==> config.mk <==
export PLATFORM = sky130hd
export DESIGN_NAME = trade_report_framer
export DESIGN_NICKNAME = d
export VERILOG_FILES = /design/src/rtl/trade_report_framer.sv
export SDC_FILE = /design/constraint.sdc
export NUM_CORES = 1
export LEC_CHECK = 0
export ABC_AREA = 0
export CAP_MARGIN = 15
export CORE_UTILIZATION = 58
export CTS_CLUSTER_SIZE = 40
export DETAILED_ROUTE_END_ITERATION = 8
export PLACE_DENSITY_LB_ADDON = 0.08
export SYNTH_ARGS = -nofsm -noshare
export SYNTH_HDL_FRONTEND = slang
export SYNTH_SLANG_ARGS = --single-unit
==> constraint.sdc <==
create_clock -name CLK -period 2.6 [get_ports CLK]
set_input_delay 0.26 -clock CLK [delete_from_list [all_inputs] [get_ports CLK]]
set_output_delay 0.26 -clock CLK [all_outputs]
set_load 0.01 [all_outputs]
==> src/rtl/trade_report_framer.sv <==
// trade_report_framer: queues approved trades in a small FIFO and serialises each one
// as a framed byte stream (SOF, price, qty, buy_id, sell_id[, checksum]) into a UART.
// Build option: define TRADE_REPORT_CHECKSUM_EN to append an XOR checksum byte.
module trade_report_framer #(
  parameter int unsigned DEPTH = 4,
  parameter logic [7:0]  SOF   = 8'hA5
) (
  input  logic       CLK,
  input  logic       RESET,
  input  logic       TRADE_APPROVED,
  input  logic [7:0] APPR_PRICE,
  input  logic [7:0] APPR_QTY,
  input  logic [7:0] APPR_BUY_ID,
  input  logic [7:0] APPR_SELL_ID,
  input  logic       TX_BUSY,
  output logic [7:0] TX_DATA,
  output logic       TX_START,
  output logic       FIFO_FULL,
  output logic       FRAME_ACTIVE,
  output logic [7:0] DROP_COUNT
);

  localparam int unsigned PTR_W = (DEPTH > 1) ? $clog2(DEPTH) : 1;
  localparam int unsigned CNT_W = $clog2(DEPTH + 1);
  localparam int unsigned IDX_W = 3;
  localparam int unsigned ENT_W = 32;
  localparam logic [CNT_W-1:0] FULL_CNT = CNT_W'(DEPTH);
`ifdef TRADE_REPORT_CHECKSUM_EN
  localparam logic [IDX_W-1:0] LAST_IDX = 3'd5;
`else
  localparam logic [IDX_W-1:0] LAST_IDX = 3'd4;
`endif

  typedef enum logic [2:0] {
    S_IDLE = 3'd0,
    S_LOAD = 3'd1,
    S_SEND = 3'd2,
    S_HOLD = 3'd3,
    S_WAIT = 3'd4
  } state_t;

  state_t             state_q, state_d;
  logic [ENT_W-1:0]   mem_q [DEPTH];
  logic [ENT_W-1:0]   mem_d [DEPTH];
  logic [PTR_W-1:0]   wr_ptr_q, wr_ptr_d;
  logic [PTR_W-1:0]   rd_ptr_q, rd_ptr_d;
  logic [CNT_W-1:0]   count_q, count_d;
  logic [ENT_W-1:0]   frame_q, frame_d;
  logic [IDX_W-1:0]   idx_q, idx_d;
  logic [7:0]         tx_data_q, tx_data_d;
  logic               tx_start_q, tx_start_d;
  logic               fifo_full_q, fifo_full_d;
  logic               frame_active_q, frame_active_d;
  logic [7:0]         drop_count_q, drop_count_d;
  logic               push, drop, pop;

  // Byte of the frame at position idx; entry layout is {price, qty, buy_id, sell_id}.
  function automatic logic [7:0] frame_byte(input logic [ENT_W-1:0] f,
                                            input logic [IDX_W-1:0] idx);
    logic [7:0] b;
    case (idx)
      3'd0:    b = SOF;
      3'd1:    b = f[31:24];
      3'd2:    b = f[23:16];
      3'd3:    b = f[15:8];
      3'd4:    b = f[7:0];
`ifdef TRADE_REPORT_CHECKSUM_EN
      3'd5:    b = f[31:24] ^ f[23:16] ^ f[15:8] ^ f[7:0];
`endif
      default: b = 8'h00;
    endcase
    return b;
  endfunction

  // Next-state logic for FIFO, framing FSM and registered outputs.
  always_comb begin
    state_d        = state_q;
    mem_d          = mem_q;
    wr_ptr_d       = wr_ptr_q;
    rd_ptr_d       = rd_ptr_q;
    frame_d        = frame_q;
    idx_d          = idx_q;
    tx_data_d      = tx_data_q;
    tx_start_d     = 1'b0;
    frame_active_d = frame_active_q;
    drop_count_d   = drop_count_q;

    // Fullness uses the pre-edge count, so a same-cycle pop never frees a slot.
    push = TRADE_APPROVED && (count_q != FULL_CNT);
    drop = TRADE_APPROVED && (count_q == FULL_CNT);
    pop  = (state_q == S_LOAD);

    if (push) begin
      mem_d[wr_ptr_q] = {APPR_PRICE, APPR_QTY, APPR_BUY_ID, APPR_SELL_ID};
      wr_ptr_d        = wr_ptr_q + PTR_W'(1);
    end
    if (pop) begin
      rd_ptr_d = rd_ptr_q + PTR_W'(1);
    end
    if (drop && (drop_count_q != 8'hFF)) begin
      drop_count_d = drop_count_q + 8'd1;
    end

    case ({push, pop})
      2'b10:   count_d = count_q + CNT_W'(1);
      2'b01:   count_d = count_q - CNT_W'(1);
      default: count_d = count_q;
    endcase
    fifo_full_d = (count_d == FULL_CNT);

    // TX_START/TX_DATA are prepared one cycle early so they are high in SEND.
    case (state_q)
      S_IDLE: begin
        if (count_q != '0) state_d = S_LOAD;
      end
      S_LOAD: begin
        frame_d        = mem_q[rd_ptr_q];
        idx_d          = '0;
        frame_active_d = 1'b1;
        tx_start_d     = 1'b1;
        tx_data_d      = frame_byte(mem_q[rd_ptr_q], 3'd0);
        state_d        = S_SEND;
      end
      S_SEND: state_d = S_HOLD;
      S_HOLD: state_d = S_WAIT;
      S_WAIT: begin
        if (!TX_BUSY) begin
          if (idx_q == LAST_IDX) begin
            frame_active_d = 1'b0;
            state_d        = S_IDLE;
          end else begin
            idx_d      = idx_q + IDX_W'(1);
            tx_start_d = 1'b1;
            tx_data_d  = frame_byte(frame_q, idx_q + IDX_W'(1));
            state_d    = S_SEND;
          end
        end
      end
      default: state_d = S_IDLE;
    endcase
  end

  // Control and output registers with synchronous active-low reset.
  always_ff @(posedge CLK) begin
    if (!RESET) begin
      state_q        <= S_IDLE;
      wr_ptr_q       <= '0;
      rd_ptr_q       <= '0;
      count_q        <= '0;
      frame_q        <= '0;
      idx_q          <= '0;
      tx_data_q      <= 8'h00;
      tx_start_q     <= 1'b0;
      fifo_full_q    <= 1'b0;
      frame_active_q <= 1'b0;
      drop_count_q   <= 8'h00;
    end else begin
      state_q        <= state_d;
      wr_ptr_q       <= wr_ptr_d;
      rd_ptr_q       <= rd_ptr_d;
      count_q        <= count_d;
      frame_q        <= frame_d;
      idx_q          <= idx_d;
      tx_data_q      <= tx_data_d;
      tx_start_q     <= tx_start_d;
      fifo_full_q    <= fifo_full_d;
      frame_active_q <= frame_active_d;
      drop_count_q   <= drop_count_d;
    end
  end

  // FIFO storage; contents are don't-care while count is zero.
  always_ff @(posedge CLK) begin
    mem_q <= mem_d;
  end

  assign TX_DATA      = tx_data_q;
  assign TX_START     = tx_start_q;
  assign FIFO_FULL    = fifo_full_q;
  assign FRAME_ACTIVE = frame_active_q;
  assign DROP_COUNT   = drop_count_q;

endmodule

* Word level (Yosys, flattened, before mapping)
Index checks and enable logic that the tools add are counted.
W data, S select, Z words.
** Word-level totals
- Register bits :: 192
- Output and inout bits :: 19
- Word-level logic and storage cells :: 80
** Operators by class
- Add/sub/neg operators :: 6
- Order comparisons :: 3
- Equality and inequality tests :: 19
- Multiplexer cells :: 24
- Bitwise gates (word level) :: 2
- Reductions and logical operators :: 11
** Operators by type and width (count)
- $bwmux W128 :: 1
- $mux W32 :: 3
- $bmux W32 S2 :: 1
- $demux W32 S2 :: 1
- $pmux W8 S5 :: 1
- $mux W8 :: 2
- $pmux W8 S2 :: 1
- $eq A3 B3 Y1 const B :: 5
- $pmux W3 S5 :: 1
- $eq A3 B2 Y1 const B :: 4
- $mux W3 :: 4
- $pmux W3 S2 :: 2
- $add A8 B1 Y8 const B :: 1
- $ne A2 B2 Y1 const B :: 4
- $ne A8 B8 Y1 const B :: 1
- $add A3 B1 Y3 const B :: 2
- $eq A3 B1 Y1 const B :: 2
- $ge A3 B3 Y1 const B :: 2
- $logic_not A3 Y1 :: 2
- $not A2 Y3 :: 2
- $reduce_and A3 Y1 :: 2
- $add A2 B1 Y2 const B :: 2
- $logic_and A1 B1 Y1 :: 4
- $mux W1 :: 4
- other kinds (10) :: 11

* Logic depth before layout (Yosys ltp)
Gate-level depths: netlist (run 1).
- Depth in word-level cells :: 6
- Depth in mapped cells :: 11

* Worst setup path before layout (run 1)
Ideal clock, no wire load.
- Path type :: reg2reg
- Start :: reg state_q[1]
- End :: reg fifo_full_q, in the netlist FIFO_FULL
- Library setup time :: 0.116 ns
- Data arrival time :: 2.111 ns
- Setup slack :: 0.374 ns
- Stages on the path, launching flop included :: 12
- Buffers on the path :: 2
- Period minus slack after synthesis :: 2.226 ns
- Cell sequence :: dfxtp_1 -> nand2b_1 -> or2_2 -> buf_2 -> inv_2 -> buf_2 -> ha_1 -> fa_1 -> xnor2_1 -> nor2_1 -> xor2_1 -> and3_1
** Between the ends
- Cells in the longest elaborated chain, start to end :: 4
** RTL lines
- from (decl) :: RTL line 42 : state_t state_q, state_d;
- from (signal assigned) :: RTL line 158 : state_q <= state_d;
- $eq A3 B1 Y1 (*) :: RTL line 91 : pop = (state_q == S_LOAD);
- $eq A2 B1 Y1 / $eq A2 B2 Y1 (equally long branches) :: RTL line 104 : case ({push, pop})
- $pmux W3 S2 (*) :: RTL line 104
- $eq A3 B3 Y1 (*) :: RTL line 109 : fifo_full_d = (count_d == FULL_CNT);
- to (signal assigned) :: RTL line 166 : fifo_full_q <= fifo_full_d;
- to (decl) :: RTL line 52 : logic fifo_full_q, fifo_full_d;
Every way passes the cells marked *; elsewhere a longest branch is shown, timed or not.
A chain may end at the register's enable or synchronous reset.

* Worst setup path in the final report (run 1)
- Start :: reg count_q[0]
- End :: reg fifo_full_q, in the netlist FIFO_FULL
** Between the ends
- Cells in the longest elaborated chain, start to end :: 5
** RTL lines
- from (decl) :: RTL line 47 : logic [CNT_W-1:0] count_q, count_d;
- from (signal assigned) :: RTL line 161 : count_q <= count_d;
- $ne A3 B3 Y1 :: RTL line 89 : push = TRADE_APPROVED && (count_q != FULL_CNT);
- $logic_and A1 B1 Y1 :: RTL line 89
- $eq A2 B1 Y1 / $eq A2 B2 Y1 (equally long branches) :: RTL line 104
- $pmux W3 S2 (*) :: RTL line 104
- $eq A3 B3 Y1 (*) :: RTL line 109
Marked as above.

==> results.py, run 1 <==
metrics = {
    "place": {
        "placed_area_sq_um": 8180,
        "io_buffers": 54,
        "gp_congestion": 0.808,
        "hpwl_um": 8750,
    },
    "clock_tree": {
        "hold_buffers": 0,
        "cts_buffers": 17,
        "worstSkewPairLatency_ns": 0.43,
        "ctsResizeCount": 0,
        "clk_transition_reported_paths_ns": 0.07,
        "postCtsSetupBuffers": 0,
        "cts_tree": "yes",
        "clock_path_buffers": 2,
        "root_buffer": "clkbuf_16",
        "cts_sinks": 192,
        "htreeDepth": 4,
    },
    "route": {
        "via_count": 4339,
        "drc": 0,
        "drt-vias-per-instance": 5.83,
        "totalWireLength_um": 13900,
        "wire_per_inst_um": 18.7,
        "drt_pass1_iterations": 7,
        "drtIter0Drc": 345,
        "antenna_left": 0,
    },
    "cells_and_area": {
        "final_area_sq_um": 8720,
        "diodes": 0,
        "fin_nets": 611,
        "drive_above_1_share": 0.144,
        "syn_to_final_growth_pct": 17.5,
    },
    "power": {
        "ir_drop_v": 0.000665,
        "p_leak_uw": 0.00287,
        "p_per_area_nw_per_um2": 913,
    },
    "global_routing": {
        "grt.overflow.total": 0,
        "grt_pass1_vias": 4276,
        "track_usage": 0.232,
        "grt_max_degree": 41,
        "grt_pass1_wl_um": 22500,
        "antenna_found_initial": 0,
    },
    "setup_path": {
        "worstPathRequired_ns": 2.97,
        "slowest_stage": "dfxtp_1",
        "worstSetupPathType": "reg -> reg",
        "cp_common_cell": "nor2_1",
        "worst_setup_path_start_kind": "flop",
        "cp_slowest_stage_delay_ns": 0.43,
        "arrival_ns": 2.50,
        "crit_path_cell_trace": "nor2_1 > a21boi_1 > inv_1 > ha_1 > fa_1 > xnor2_1 > nor2_1 > xor2_1 > and3_1",
        "crit_fanout": 5,
        "worstSetupEndpointType": "flop",
    },
    "yosys": {
        "syn_area_per_cell_sq_um": 14.8,
        "syn-instance-count": 503,
        "synthDistinctLibCells": 47,
        "synth_edf_count": 128,
        "yosysWarnings": 0,
        "async_reset_ff_frac": 0,
        "synth_area_sq_um": 7420,
        "synthFlopType": "edfxtp_1",
        "yosysSeqAreaShare": 0.690,
        "ys_ff_latch": 192,
        "syn-num-nets": 551,
    },
    "outcome": {
        "status": "finished clean",
    },
    "timing": {
        "setup_tns_ns": 0,
        "tightestPinTransition_ns": 0.582,
        "finalMaxSlewViolations": 0,
        "post-route-period-util": 0.820,
        "finalCriticalPeriod_ns": 2.13,
        "finalSetupViolCount": 0,
        "max_slew_margin": 0.611,
        "finalHoldViolations": 0,
        "max_clock_freq_mhz": 469,
        "rsz0062_at_grt": "false",
        "clock_skew_ns": 0.0114,
    },
    "die": {
        "die_area_sq_um": 13300,
        "rows": 40,
        "fp.dieW_um": 115,
        "fp.coreArea_sq_um": 12300,
        "die_y_um": 115,
        "ios": 55,
        "start_util": 0.606,
    },
    "job": {
        "cap_violations": 0,
    },
    "hold_path": {
        "hp-class": "in -> reg",
    },
}
[synth_stat cells (all sizes together) (5+ instances only)]
master,n,area [sq um]
dfxtp,64,1280
a21oi,51,255
buf,11,62.6
a22o,5,43.8
edfxtp,128,3840
nand2,71,267
and2,5,31.3
nor2,17,63.8
clkbuf,17,63.8
xor2,7,61.3
a222oi,6,60.1
nand3,12,60.1
o21ai,14,70.1
inv,7,26.3
ha,11,138
mux4,32,721
[where the power goes]
part | switching [uW] | internal [uW] | total [uW]
Sequential | 207 | 3700 | 3910
Clock | 1100 | 1320 | 2420
Combinational | 854 | 782 | 1640
[final timing paths]
check	start	to	slack [ns]	cells past startpoint
setup reg to reg	count_q[0]	FIFO_FULL	0.47	9
hold / removal	APPR_PRICE[2]	mem_q[58]	0.45	1
hold reg to reg	frame_q[17]	frame_q[17]	0.46	2
setup / recovery	count_q[0]	FIFO_FULL	0.47	9
[cell usage in the layout, fill, tap and decap left out, drive strengths merged, types with 2 or more instances in the layout]
cell type      count
clkdlybuf4s50     54
xnor2              4
xor2               7
edfxtp           128
inv                9
nand2b             4
nand2             71
nand3             12
clkinvlp           4
a21oi             51
o211ai             2
a31oi              3
mux2i              2
o21ai             14
buf               15
clkinv             6
clkbuf            19
dfxtp             64
or3                3
and2               5
a22o               5
nor2              17
mux4              32
a22oi              2
o2bb2ai            4
nor3               3
ha                11
a222oi             6
and3               3
[logic make-up after synthesis]
family	synth area share
AO/OA/AOI/OAI	0.0745
multiplexers	0.101
flip-flops	0.690
AND/OR/NAND/NOR	0.0792
adder cells (fa/ha/maj)	0.0212
XOR/XNOR	0.0130
buffers and inverters	0.0206
[registers in the layout, indices dropped and copies added (netlist names)]
register,flops
FIFO_FULL,1
state_q,3
FRAME_ACTIVE,1
TX_START,1
mem_q,128
wr_ptr_q,2
rd_ptr_q,2
count_q,3
DROP_COUNT,8
TX_DATA,8
idx_q,3
frame_q,32
[routing by layer]
| layer | track usage | wire length, um | vias to the layer above |
|---|---|---|---|
| li1 | - | - | 2027 |
| met1 | 0.310 | 6360 | 2162 |
| met2 | 0.366 | 6670 | 127 |
| met3 | 0.0617 | 631 | 23 |
| met4 | 0.0883 | 281 | 0 |
| met5 | 0 | 0 | - |
[per-stage QoR]
| step | power (uW) | instances | util | setup WS [ns] | hold slack, ns |
|---|---|---|---|---|---|
| final | 7960 | 744 | 0.711 | 0.469 | 0.454 |
| after global routing | 8300 | 744 | 0.711 | 0.308 | 0.469 |
| after CTS | 8020 | 744 | 0.711 | 0.423 | 0.444 |
| after detailed placement | 5610 | 712 | 0.667 | 0.240 | 0.451 |
| after global placement | 5560 | 712 | 0.667 | 0.360 | 0.446 |
| after floorplan | 5060 | 503 | - | 0.374 | 0.359 |
[layout make-up]
cell class / instances / area [sq um]
Sequential cell: 192 / 5130
Tap cell: 168 / 210
Timing Repair Buffer: 69 / 666
Multi-Input combinational cell: 276 / 2150
Clock inverter: 13 / 113
Clock buffer: 19 / 433
Inverter: 7 / 26.3
Fill cell: 823 / 3540
[worst max-delay path: cells and delay by family (launching register included)]
| family | cells | cell delay, ns |
|---|---|---|
| compound gates | 1 | 0.20 |
| xor+xnor | 2 | 0.34 |
| fa+ha+maj | 2 | 0.64 |
| buf+inv | 1 | 0.07 |
| flops | 1 | 0.43 |
| simple gates | 3 | 0.41 |
Power figures use the tool's default switching activity.
==> run 2, diff against run 1 <==
Clock period 2.6 ns to 2 ns, I/O delays scaled along.
==> run 2 against run 1 <==
- maximum frequency rose by 12%
- largest cell class unchanged
- largest power group unchanged
- cell count rose by 2.0%
- clock skew is 0.0021 ns lower
- sequential share of layout area shrank 1.6 points
- first-iteration DRC count up 18%
- clock power rose by 40%
- global-route usage is 0.54 points higher
- non-clock buffer count rose by 15
- count of clock-buffer cells in the layout grew 1
- critical path depth stayed put
==> results.py, run 2 (same netlist as run 1, synthesis figures left out) <==
metrics = {
    "outcome": {
        "status": "finished clean",
    },
    "route": {
        "drt-vias-per-instance": 5.72,
        "wire_per_inst_um": 18.5,
        "totalWireLength_um": 14000,
        "drt_pass1_iterations": 6,
        "drtIter0Drc": 406,
        "antenna_left": 0,
        "drc": 0,
        "via_count": 4339,
    },
    "global_routing": {
        "grt_busiest_layer": "met2",
        "track_usage": 0.237,
        "grt_pass1_wl_um": 22700,
        "grt.overflow.total": 0,
        "grt_max_degree": 40,
        "grt_pass1_vias": 4373,
        "antenna_found_initial": 0,
        "use_met3": 0.0443,
        "grtUsageMet1": 0.320,
        "use_met2": 0.387,
    },
    "clock_tree": {
        "cts_sinks": 192,
        "cts_buffers": 17,
        "htreeDepth": 4,
        "cts_tree": "yes",
        "root_buffer": "clkbuf_16",
        "clk_transition_reported_paths_ns": 0.06,
        "worstSkewPairLatency_ns": 0.42,
        "clock_path_buffers": 2,
    },
    "timing": {
        "finalCriticalPeriod_ns": 1.90,
        "max_slew_margin": 0.654,
        "post-route-period-util": 0.948,
        "clock_skew_ns": 0.00921,
        "tightestPinTransition_ns": 0.515,
        "rsz0062_at_grt": "true",
        "max_clock_freq_mhz": 527,
        "finalSetupViolCount": 0,
        "holdWs_ns": 0.409,
        "finalMaxSlewViolations": 0,
        "timing.final.ws_setup_ns": 0.104,
        "finalHoldViolations": 0,
    },
    "cells_and_area": {
        "fin_nets": 626,
        "syn_to_final_growth_pct": 21.0,
        "drive_above_1_share": 0.179,
        "diodes": 0,
        "final_cell_mix": "edfxtp_1 (128), nand2_1 (71), dfxtp_1 (60)",
        "nFillCells": 818,
        "top_regs": "mem_q: 128 flops, frame_q: 32 flops",
        "regMostFlops": "mem_q",
        "final_area_sq_um": 8980,
        "largest_reg_flops": 128,
        "layout.cells.most_common": "edfxtp_1",
    },
    "job": {
        "cap_violations": 0,
    },
    "power": {
        "ir_drop_v": 0.000776,
        "p_leak_uw": 0.00299,
        "p_per_area_nw_per_um2": 1200,
    },
    "place": {
        "io_buffers": 54,
        "placed_area_sq_um": 8350,
        "hpwl_um": 9050,
        "post-place-ws_ns": -0.149,
        "gp_congestion": 0.802,
    },
    "setup_path": {
        "worstSetupEndpointType": "flop",
        "arrival_ns": 2.26,
        "worstPathRequired_ns": 2.36,
        "cp_slowest_stage_delay_ns": 0.40,
        "crit_fanout": 4,
        "cp_common_cell": "nor2_1",
        "worst_setup_path_start_kind": "flop",
        "crit_path_cell_trace": "nor2_1 > a21boi_2 > inv_2 > ha_4 > fa_1 > xnor2_1 > nor2_1 > xor2_1 > and3_1",
        "critPathBufInv": 1,
        "cp_top_family": "adder cells",
        "worstSetupPathType": "reg -> reg",
        "slowest_stage": "fa_1",
    },
    "hold_path": {
        "hp-class": "in -> reg",
    },
    "die": {
        "start_util": 0.606,
        "die_y_um": 115,
        "fp.coreArea_sq_um": 12300,
        "ios": 55,
        "fp.dieW_um": 115,
        "die_area_sq_um": 13300,
        "rows": 40,
    },
}
run 2: cell types whose count changed in the layout (fill, tap and decap cells not counted), sizes merged:
| cell | delta |
|---|---|
| clkbuf | +1 |
| clkinvlp | -2 |
| clkinv | -2 |
| inv | +1 |
| bufinv | +2 |
| buf | +15 |
run 2: worst register-to-register path: cells and delay by family (launching register included):
family,cells,cell delay (ns)
AO/OA/AOI/OAI,1,0.19
XOR/XNOR,2,0.31
adder cells (fa/ha/maj),2,0.56
buffers and inverters,1,0.06
flip-flops,1,0.34
AND/OR/NAND/NOR,3,0.37
run 2: worst paths after layout:
check	start	endpoint	slack, ns	depth (start not counted)
min	APPR_PRICE[4]	mem_q[60]	0.41	1
min reg2reg	frame_q[19]	frame_q[19]	0.46	2
max reg2reg	count_q[1]	FIFO_FULL	0.10	9
max	count_q[1]	FIFO_FULL	0.10	9
run 2: metal layers:
metal | part of all wire | vias up | wire length (um)
met2 | 0.50 | 120 | 6960
met4 | 0.012 | 0 | 174
met1 | 0.45 | 2153 | 6300
met5 | 0 | - | 0
met3 | 0.041 | 13 | 578
li1 | - | 2053 | -
run 2: timing repair:
item | in CTS | in global routing
resized for setup | 0 | 3
hold buffers | 0 | 0
setup endpoints to repair | 0 | 5
setup buffers | 0 | 4
hold endpoints to repair | 0 | 0
run 2: layout make-up:
type                       instances  area (sq um)  share of cell area
clock buffer                      20           437              0.0486
clock inverter                    12           158              0.0176
inverter                           7          28.8             0.00320
multi-input combinational        276          2180               0.242
sequential                       192          5130               0.571
tap                              168           210              0.0234
timing repair buffer              84           841              0.0936
run 2: stage by stage:
| step | std cells | total power (uW) | util | TNS, ns |
|---|---|---|---|---|
| 3_5_place_dp | 723 | 7460 | 0.681 | -0.265 |
| 4_1_cts | 755 | 10800 | 0.730 | 0 |
| 5_1_grt | 759 | 11300 | 0.733 | -0.0468 |
| 6_report | 759 | 10800 | 0.733 | 0 |
| 2_1_floorplan | 503 | 6650 | - | -0.00790 |
| 3_3_place_gp | 723 | 7380 | 0.681 | -0.165 |
run 2: report_power, final:
part           switching, uW  internal [uW]
Sequential               251           4820
Clock                   1410           1980
Combinational           1180           1150
Total                   2830           7940
==> run 3, diff against run 2 <==
Settings changed: MAX_ROUTING_LAYER set to met4.
==> run 3 against run 2 <==
- non-clock buffer count unchanged
- critical endpoint unchanged
- sequential power hardly changed
- global-route usage is 0.73 points higher
- largest cell class unchanged
- power is essentially flat
==> results.py, run 3 (same netlist as run 1, synthesis figures left out) <==
metrics = {
    "global_routing": {
        "antenna_found_initial": 0,
        "grt_pass1_wl_um": 22600,
        "grt_pass1_vias": 4371,
        "grt.overflow.total": 0,
        "grt_max_degree": 40,
        "track_usage": 0.244,
    },
    "place": {
        "gp_congestion": 0.814,
        "place_inst": 723,
        "io_buffers": 54,
        "hpwl_um": 9050,
        "placed_area_sq_um": 8350,
    },
    "setup_path": {
        "crit_fanout": 4,
        "slowest_stage": "fa_1",
        "worstSetupPathType": "reg -> reg",
        "worstSetupEndpointType": "flop",
        "worstPathRequired_ns": 2.36,
        "cp_common_cell": "nor2_1",
        "worst_setup_path_start_kind": "flop",
        "arrival_ns": 2.26,
        "crit_path_cell_trace": "nor2_1 > a21boi_2 > inv_2 > ha_4 > fa_1 > xnor2_1 > nor2_1 > xor2_1 > and3_1",
        "cp_slowest_stage_delay_ns": 0.40,
    },
    "cells_and_area": {
        "diodes": 0,
        "drive_above_1_share": 0.179,
        "final_cell_mix": "edfxtp_1 (128), nand2_1 (71), dfxtp_1 (60)",
        "layout.cells.most_common": "edfxtp_1",
        "syn_to_final_growth_pct": 21.0,
        "fin_nets": 626,
        "regMostFlops": "mem_q",
        "top_regs": "mem_q: 128 flops, frame_q: 32 flops",
        "fin_util": 0.733,
        "largest_reg_flops": 128,
        "final_area_sq_um": 8980,
        "finalNonFillerCells": 759,
    },
    "clock_tree": {
        "hold_buffers": 0,
        "cts_sinks": 192,
        "clock_path_buffers": 2,
        "cts_buffers": 17,
        "clk_transition_reported_paths_ns": 0.07,
        "htreeDepth": 4,
        "root_buffer": "clkbuf_16",
        "cts_tree": "yes",
        "worstSkewPairLatency_ns": 0.43,
    },
    "timing": {
        "finalMaxSlewViolations": 0,
        "max_slew_margin": 0.671,
        "finalCriticalPeriod_ns": 1.90,
        "tightestPinTransition_ns": 0.489,
        "max_clock_freq_mhz": 527,
        "setup_tns_ns": 0,
        "finalSetupViolCount": 0,
        "rsz0062_at_grt": "true",
        "holdWs_ns": 0.406,
        "clock_skew_ns": 0.0100,
        "finalHoldViolations": 0,
        "post-route-period-util": 0.949,
    },
    "hold_path": {
        "hp-class": "in -> reg",
    },
    "route": {
        "antenna_left": 0,
        "drt-vias-per-instance": 5.72,
        "drtIter0Drc": 414,
        "drt_pass1_iterations": 5,
        "drc": 0,
        "via_count": 4340,
        "wire_per_inst_um": 18.4,
        "totalWireLength_um": 14000,
    },
    "die": {
        "start_util": 0.606,
        "fp.coreArea_sq_um": 12300,
        "die_y_um": 115,
        "rows": 40,
        "ios": 55,
        "fp.dieW_um": 115,
        "die_area_sq_um": 13300,
    },
    "power": {
        "p_per_area_nw_per_um2": 1200,
        "p_leak_uw": 0.00299,
        "ir_drop_v": 0.000766,
    },
    "job": {
        "cap_violations": 0,
    },
    "outcome": {
        "status": "finished clean",
    },
}
[run 3: cell counts in the layout (fill, tap and decap cells not counted)]
No cell type changed its count.
[run 3: worst paths after layout]
path | from | end | slack, ns | cells after the start
max | count_q[1] | FIFO_FULL | 0.10 | 9
min | APPR_PRICE[4] | mem_q[124] | 0.41 | 1
max reg2reg | count_q[1] | FIFO_FULL | 0.10 | 9
min reg2reg | frame_q[19] | frame_q[19] | 0.45 | 2
[run 3: final cells by class]
class	count	area, sq um
clock buffers	20	437
clock inverters	12	158
fillers	818	3280
inverters	7	28.8
multi-input cells	276	2180
flip-flops and latches	192	5130
well taps	168	210
repair buffers	84	841
[run 3: repair_timing]
item                                    CTS  global route
buffers inserted                          0             4
resized for setup                         0             3
endpoints found under the setup margin    0             5
[run 3: power by group]
group / internal (uW) / switching (uW) / total, uW
clock: 1980 / 1410 / 3380
combinational: 1150 / 1180 / 2320
sequential: 4820 / 249 / 5060
total: 7940 / 2830 / 10800
[run 3: routing by layer]
metal  share of wire  global-route usage
met5               0                   -
met4           0.012              0.0892
met3           0.042              0.0443
met2            0.50               0.388
met1            0.45               0.318
[run 3: worst max-delay path: cells and delay by family, from the launching register on]
kind	cells	cell delay [ns]
buffers and inverters	1	0.06
flip-flops	1	0.34
XOR/XNOR	2	0.31
adder cells (fa/ha/maj)	2	0.56
AND/OR/NAND/NOR	3	0.37
AO/OA/AOI/OAI	1	0.19
[run 3: metrics by stage]
stage,worst slack (ns),power (uW)
detailed placement,-0.149,7460
finish,0.102,10800
global route,-0.0327,11300
CTS,0.0330,10800
global placement,-0.0886,7380
floorplan,-0.00790,6650
